## config.mk

```make
export PLATFORM = sky130hd
export DESIGN_NAME = lcd_mem_arb
export DESIGN_NICKNAME = d
export VERILOG_FILES = /design/src/rtl/z88_pkg.sv /design/src/rtl/lcd_starve_timer.sv /design/src/rtl/lcd_mem_arb.sv
export SDC_FILE = /design/constraint.sdc
export NUM_CORES = 1
export LEC_CHECK = 0
export CAP_MARGIN = 25
export CORE_MARGIN = 2
export CORE_UTILIZATION = 37
export CTS_CLUSTER_SIZE = 20
export DETAILED_ROUTE_END_ITERATION = 7
export PLACE_DENSITY = 0.75
export SLEW_MARGIN = 20
export SYNTH_ARGS = -nofsm -noshare
export SYNTH_HDL_FRONTEND = slang
export SYNTH_SLANG_ARGS = --single-unit
export TNS_END_PERCENT = 30
```

## constraint.sdc

```tcl
create_clock -name mck -period 1.35 [get_ports mck]
set_clock_uncertainty 0.2 [all_clocks]
set_input_delay 0.27 -clock mck [delete_from_list [all_inputs] [get_ports mck]]
set_output_delay 0.27 -clock mck [all_outputs]
set_load 0.01 [all_outputs]
```

## src/rtl/z88_pkg.sv

```systemverilog
// Shared Z88 definitions: arbiter state encoding and memory-interface defaults.
package z88_pkg;

    localparam int unsigned MA_W_DEFAULT      = 22;
    localparam int unsigned BURST_LEN_DEFAULT = 4;

    typedef enum logic [1:0] {
        IDLE,
        CPU,
        LCD_ADDR,
        LCD_DATA
    } arb_state_t;

    function automatic logic is_lcd_state(input arb_state_t s);
        return (s == LCD_ADDR) || (s == LCD_DATA);
    endfunction

endpackage

```

## src/rtl/lcd_starve_timer.sv

```systemverilog
// Saturating LCD wait counter; raises starve once lcd_req has waited STARVE_MAX cycles.
module lcd_starve_timer #(
    parameter int unsigned STARVE_MAX = 48
) (
    input  logic mck,
    input  logic rin_n,
    input  logic lcd_req,
    input  logic in_lcd,
    input  logic clear,
    output logic starve
);

    localparam int unsigned CNT_W = $clog2(STARVE_MAX + 1);

    logic [CNT_W-1:0] cnt;

    always_ff @(posedge mck or negedge rin_n) begin
        if (!rin_n) begin
            cnt <= '0;
        end else if (clear) begin
            cnt <= '0;
        end else if (lcd_req && !in_lcd && (cnt != CNT_W'(STARVE_MAX))) begin
            cnt <= cnt + 1'b1;
        end
    end

    assign starve = (cnt == CNT_W'(STARVE_MAX));

endmodule

```

## src/rtl/lcd_mem_arb.sv

```systemverilog
// Z80 / LCD shared-memory arbiter; CPU has priority, LCD bursts up to BURST_LEN bytes.
// Define LCD_STARVE_GUARD_EN to let a long-waiting LCD request pre-empt the CPU.
module lcd_mem_arb
    import z88_pkg::*;
#(
    parameter int unsigned MA_W       = MA_W_DEFAULT,
    parameter int unsigned BURST_LEN  = BURST_LEN_DEFAULT,
    parameter int unsigned STARVE_MAX = 48
) (
    input  logic            mck,
    input  logic            rin_n,
    input  logic            cpu_req,
    input  logic [MA_W-1:0] cpu_ma,
    input  logic            cpu_oe_n,
    input  logic            cpu_we_n,
    output logic            cpu_wait_n,
    input  logic            lcd_req,
    input  logic [MA_W-1:0] lcd_ma,
    output logic            lcd_dvalid,
    output logic [7:0]      lcd_rdata,
    output logic [MA_W-1:0] mem_ma,
    input  logic [7:0]      mem_di,
    output logic            mem_oe_n,
    output logic            mem_we_n
);

    localparam int unsigned BC_W = $clog2(BURST_LEN + 1);

    if (BURST_LEN == 0 || STARVE_MAX == 0) begin : g_bad_cfg
        $error("lcd_mem_arb: BURST_LEN and STARVE_MAX must be non-zero");
    end

    arb_state_t      state;
    arb_state_t      state_nxt;
    logic [BC_W-1:0] burst_cnt;
    logic [MA_W-1:0] lcd_ma_q;
    logic            starve_flag;

`ifdef LCD_STARVE_GUARD_EN
    logic lcd_grant;
    logic in_lcd;

    assign lcd_grant = (state_nxt == LCD_ADDR);
    assign in_lcd    = is_lcd_state(state);

    lcd_starve_timer #(
        .STARVE_MAX(STARVE_MAX)
    ) u_starve_timer (
        .mck    (mck),
        .rin_n  (rin_n),
        .lcd_req(lcd_req),
        .in_lcd (in_lcd),
        .clear  (lcd_grant),
        .starve (starve_flag)
    );
`else
    assign starve_flag = 1'b0;
`endif

    always_ff @(posedge mck or negedge rin_n) begin
        if (!rin_n) begin
            state <= IDLE;
        end else begin
            state <= state_nxt;
        end
    end

    always_comb begin
        state_nxt = state;
        case (state)
            IDLE: begin
                if (cpu_req && !(starve_flag && lcd_req)) begin
                    state_nxt = CPU;
                end else if (lcd_req) begin
                    state_nxt = LCD_ADDR;
                end
            end
            CPU: begin
                if (!cpu_req) begin
                    state_nxt = IDLE;
                end
            end
            LCD_ADDR: state_nxt = LCD_DATA;
            LCD_DATA: begin
                if (lcd_req && (burst_cnt < BC_W'(BURST_LEN)) && !cpu_req) begin
                    state_nxt = LCD_ADDR;
                end else begin
                    state_nxt = IDLE;
                end
            end
            default: state_nxt = IDLE;
        endcase
    end

    // burst_cnt counts bytes started; the address is latched so LCD_DATA holds the bus
    always_ff @(posedge mck or negedge rin_n) begin
        if (!rin_n) begin
            burst_cnt  <= '0;
            lcd_ma_q   <= '0;
            lcd_rdata  <= '0;
            lcd_dvalid <= 1'b0;
        end else begin
            lcd_dvalid <= (state == LCD_DATA);
            case (state)
                IDLE: burst_cnt <= '0;
                LCD_ADDR: begin
                    burst_cnt <= burst_cnt + 1'b1;
                    lcd_ma_q  <= lcd_ma;
                end
                LCD_DATA: lcd_rdata <= mem_di;
                default: ;
            endcase
        end
    end

    always_comb begin
        mem_ma   = cpu_ma;
        mem_oe_n = cpu_oe_n;
        mem_we_n = cpu_we_n;
        case (state)
            LCD_ADDR: begin
                mem_ma   = lcd_ma;
                mem_oe_n = 1'b0;
                mem_we_n = 1'b1;
            end
            LCD_DATA: begin
                mem_ma   = lcd_ma_q;
                mem_oe_n = 1'b0;
                mem_we_n = 1'b1;
            end
            default: ;
        endcase
        // strobes are passed through combinationally, so reset must gate them directly
        if (!rin_n) begin
            mem_oe_n = 1'b1;
            mem_we_n = 1'b1;
        end
    end

    assign cpu_wait_n = !(cpu_req && is_lcd_state(state));

endmodule

```

==> run summary <==
Vias in the first global route: 1728
Die X: 76.73 um
CP Capture Type: output pin
Worst-margin pin slew: 0.2611 ns
Initial antenna violation count: 0
Yosys reg bits: 36
Total congestion overflow: 0
Worst setup slack after layout: -0.5138 ns
Finished Cell Area: 3239 um^2
RSZ-0062 raised after global routing: yes
RePlAce Congestion: 0.6690
Post-DP HPWL: 3415 um
Initial Utilization: 38.31%
Slowest-stage cell, CP: dfrtp_2
Residual DRC: 0
Synth area leaders: dfrtp_1, mux2_4, mux2i_1
Data arrival, critical path: 1.39 ns
ANT nets after route: 0
Post-Syn Area per Cell: 11.86 um^2
Reg2Reg Capture Point: lcd_ma_q[5]$_DFFE_PN0N_
Pleak: 0.001469 uW
Setup WS pre-CTS: -0.7130 ns
Placed cell area: 3065 um^2
Worst setup SP type: register
Final Slew Violations: 0
H-tree depth: 2
Leading area contributor after synthesis: dfrtp_1
First-pass GRT wire length: 8231 um
Clock tree buffer depth: 2
CP required: 0.88 ns
CTS tree: done
Synth Net Count: 224
Largest net degree at the start of global routing: 28
Crit Path Category: register to output pin
Vias: 1599
Clock buffer count from CTS: 5
Clock Latency Late Sink: 0.28 ns
Crit-path max FO: 5
Tcrit/Tclk final: 138.1%
Top Family by Delay on Critical Path: buffers and inverters
Max-slew headroom: 82.59%
WL/cell: 13.90 um
Status: complete, but fails checks
Power Dens Cells: 2267 nW/um^2
Synth unique cells: 22
Total wire length: 4726 um
Crit-path cells: bufbuf_16 -> mux2i_1 -> a21oi_2 -> buf_2
Area growth, synth to finish: 65.54%
Fin crit period: 1.864 ns
Tot GR Track Use: 17.46%
Peak VDD IR: 0.0009051 V
Core Rows: 26
Length of the first detailed-routing pass in iterations: 4
Setup TNS: -20.50 ns
Fmax: 536.5 MHz
Tightest Hold Check Type: input pin to async pin
Num ports: 92
DR vias/cell: 4.703
Register area share after synthesis: 46.04%
Final core occ: 63.42%
Clock tree sinks: 36
Mapped Area: 1957 um^2
Flop2flop setup slack: -0.34 ns
Post-Synthesis Cells: 165
FF-to-FF Start: state[1]$_DFFE_PN0P_
Setup violators final: 60
MaxCap Viol Count: 0
Yosys warnings: 0
CTS root buf: clkbuf_8
Synth top area share: 46.04%
Final count of hold timing violations: 0
Critical path destination: mem_ma[0]
CP Launch Point: state[0]$_DFFE_PN0P_
R2R depth: 4
WP depth: 4
Share of layout cells above drive strength 1: 47.41%
Die Y-Extent: 76.73 um
Hold Worst Slack: 0.03263 ns
NumNets Final: 328
CP bufs+invs: 2
Full die area: 5887 um^2
Failing checks: negative setup slack
Drt initial violations: 28
Antenna cells: 0
Core area: 5107 um^2
Port bufs: 91
Clock transition at path regs: 0.07 ns
Worst path max stage delay: 0.41 ns
==> per-stage QoR <==
stage | cells | total power (uW)
after CTS | 341 | 7347
final | 340 | 7344
after global routing | 340 | 7851
after global placement | 326 | 6153
after detailed placement | 326 | 6240
after floorplan | 165 | 4634
==> flip-flops by register name, summed over array words and instances, names as in the netlist <==
register    flops
state           2
lcd_rdata       8
lcd_dvalid      1
lcd_ma_q       22
burst_cnt       3
==> power by group <==
| group | internal, uW | switching, uW |
|---|---|---|
| combinational | 2570 | 1850 |
| sequential | 1640 | 378 |
| clock | 547 | 357 |
==> worst reg2reg max path: cells and delay by family, from the launching register on <==
kind / cells / cell delay (ns)
flops: 1 / 0.44
buf+inv: 2 / 0.40
mux: 1 / 0.32
simple gates: 1 / 0.22
==> per-layer routing <==
layer,wire (um),track usage (%)
met4,57,6.000
met5,0,0
met3,303,3.882
met1,2134,22.47
met2,2230,29.04
==> worst min path at each step <==
| stage | to | slack (ns) | cells past startpoint |
|---|---|---|---|
| 4_1_cts | burst_cnt[0]$_DFFE_PN0P_ | 0.29 | 1 |
| 3_5_place_dp | lcd_ma_q[13]$_DFFE_PN0N_ | 0.11 | 2 |
| 6_report | burst_cnt[2]$_DFFE_PN0P_ | 0.03 | 3 |
| 3_3_place_gp | state[0]$_DFFE_PN0P_ | 0.12 | 2 |
| 5_1_grt | burst_cnt[0]$_DFFE_PN0P_ | 0.05 | 3 |
| 2_1_floorplan | burst_cnt[0]$_DFFE_PN0P_ | -0.23 | 0 |
==> final cells by class <==
type,instances,area (um^2)
clock buffers,6,72.57
clock inverters,2,35.03
fillers,429,1868
inverters,4,15.01
multi-input cells,113,1152
flip-flops and latches,36,903.4
well taps,70,87.58
repair buffers,109,973.4
==> cell usage after synthesis (all sizes together) <==
library cell / number
dfrtp: 36
mux2: 30
a21oi: 22
mux2i: 22
nor2: 22
buf: 10
nand2: 5
inv: 4
o21ai: 3
clkbuf: 2
nand2b: 2
a22o: 1
ha: 1
nor2b: 1
o221ai: 1
o311ai: 1
or3b: 1
or4bb: 1
==> timing repair <==
| item | in CTS | in global routing |
|---|---|---|
| hold buffers | 1 | 0 |
| hold endpoints to repair | 36 | 0 |
| pin swaps | 13 | 3 |
| setup buffers | 4 | 1 |
| setup endpoints to repair | 66 | 60 |
| gates resized for setup | 171 | 12 |
| cloned | 2 | 0 |
==> cell families after synthesis <==
| group | after synthesis | synth area share (%) |
|---|---|---|
| flops | 36 | 46.04 |
| mux | 52 | 32.16 |
| simple gates | 32 | 7.672 |
| compound gates | 28 | 7.737 |
| fa+ha+maj | 1 | 0.6393 |
| buf+inv | 16 | 5.754 |
==> placed cells by master, fill, tap and decap left out, types with 2 or more instances in the layout <==
cell type | Yosys | routed
a21oi_1 | 22 | 3
a21oi_2 | 0 | 19
buf_12 | 0 | 3
buf_2 | 3 | 33
buf_4 | 1 | 8
buf_6 | 6 | 6
clkbuf_8 | 0 | 5
clkdlybuf4s50_1 | 0 | 56
dfrtp_1 | 36 | 34
dfrtp_2 | 0 | 2
inv_1 | 4 | 4
mux2_2 | 11 | 2
mux2_4 | 19 | 28
mux2i_1 | 22 | 12
mux2i_2 | 0 | 7
mux2i_4 | 0 | 3
nand2_1 | 4 | 3
nor2_1 | 22 | 22
o21ai_2 | 0 | 2
Note: power is estimated with default switching activity, not from simulation.
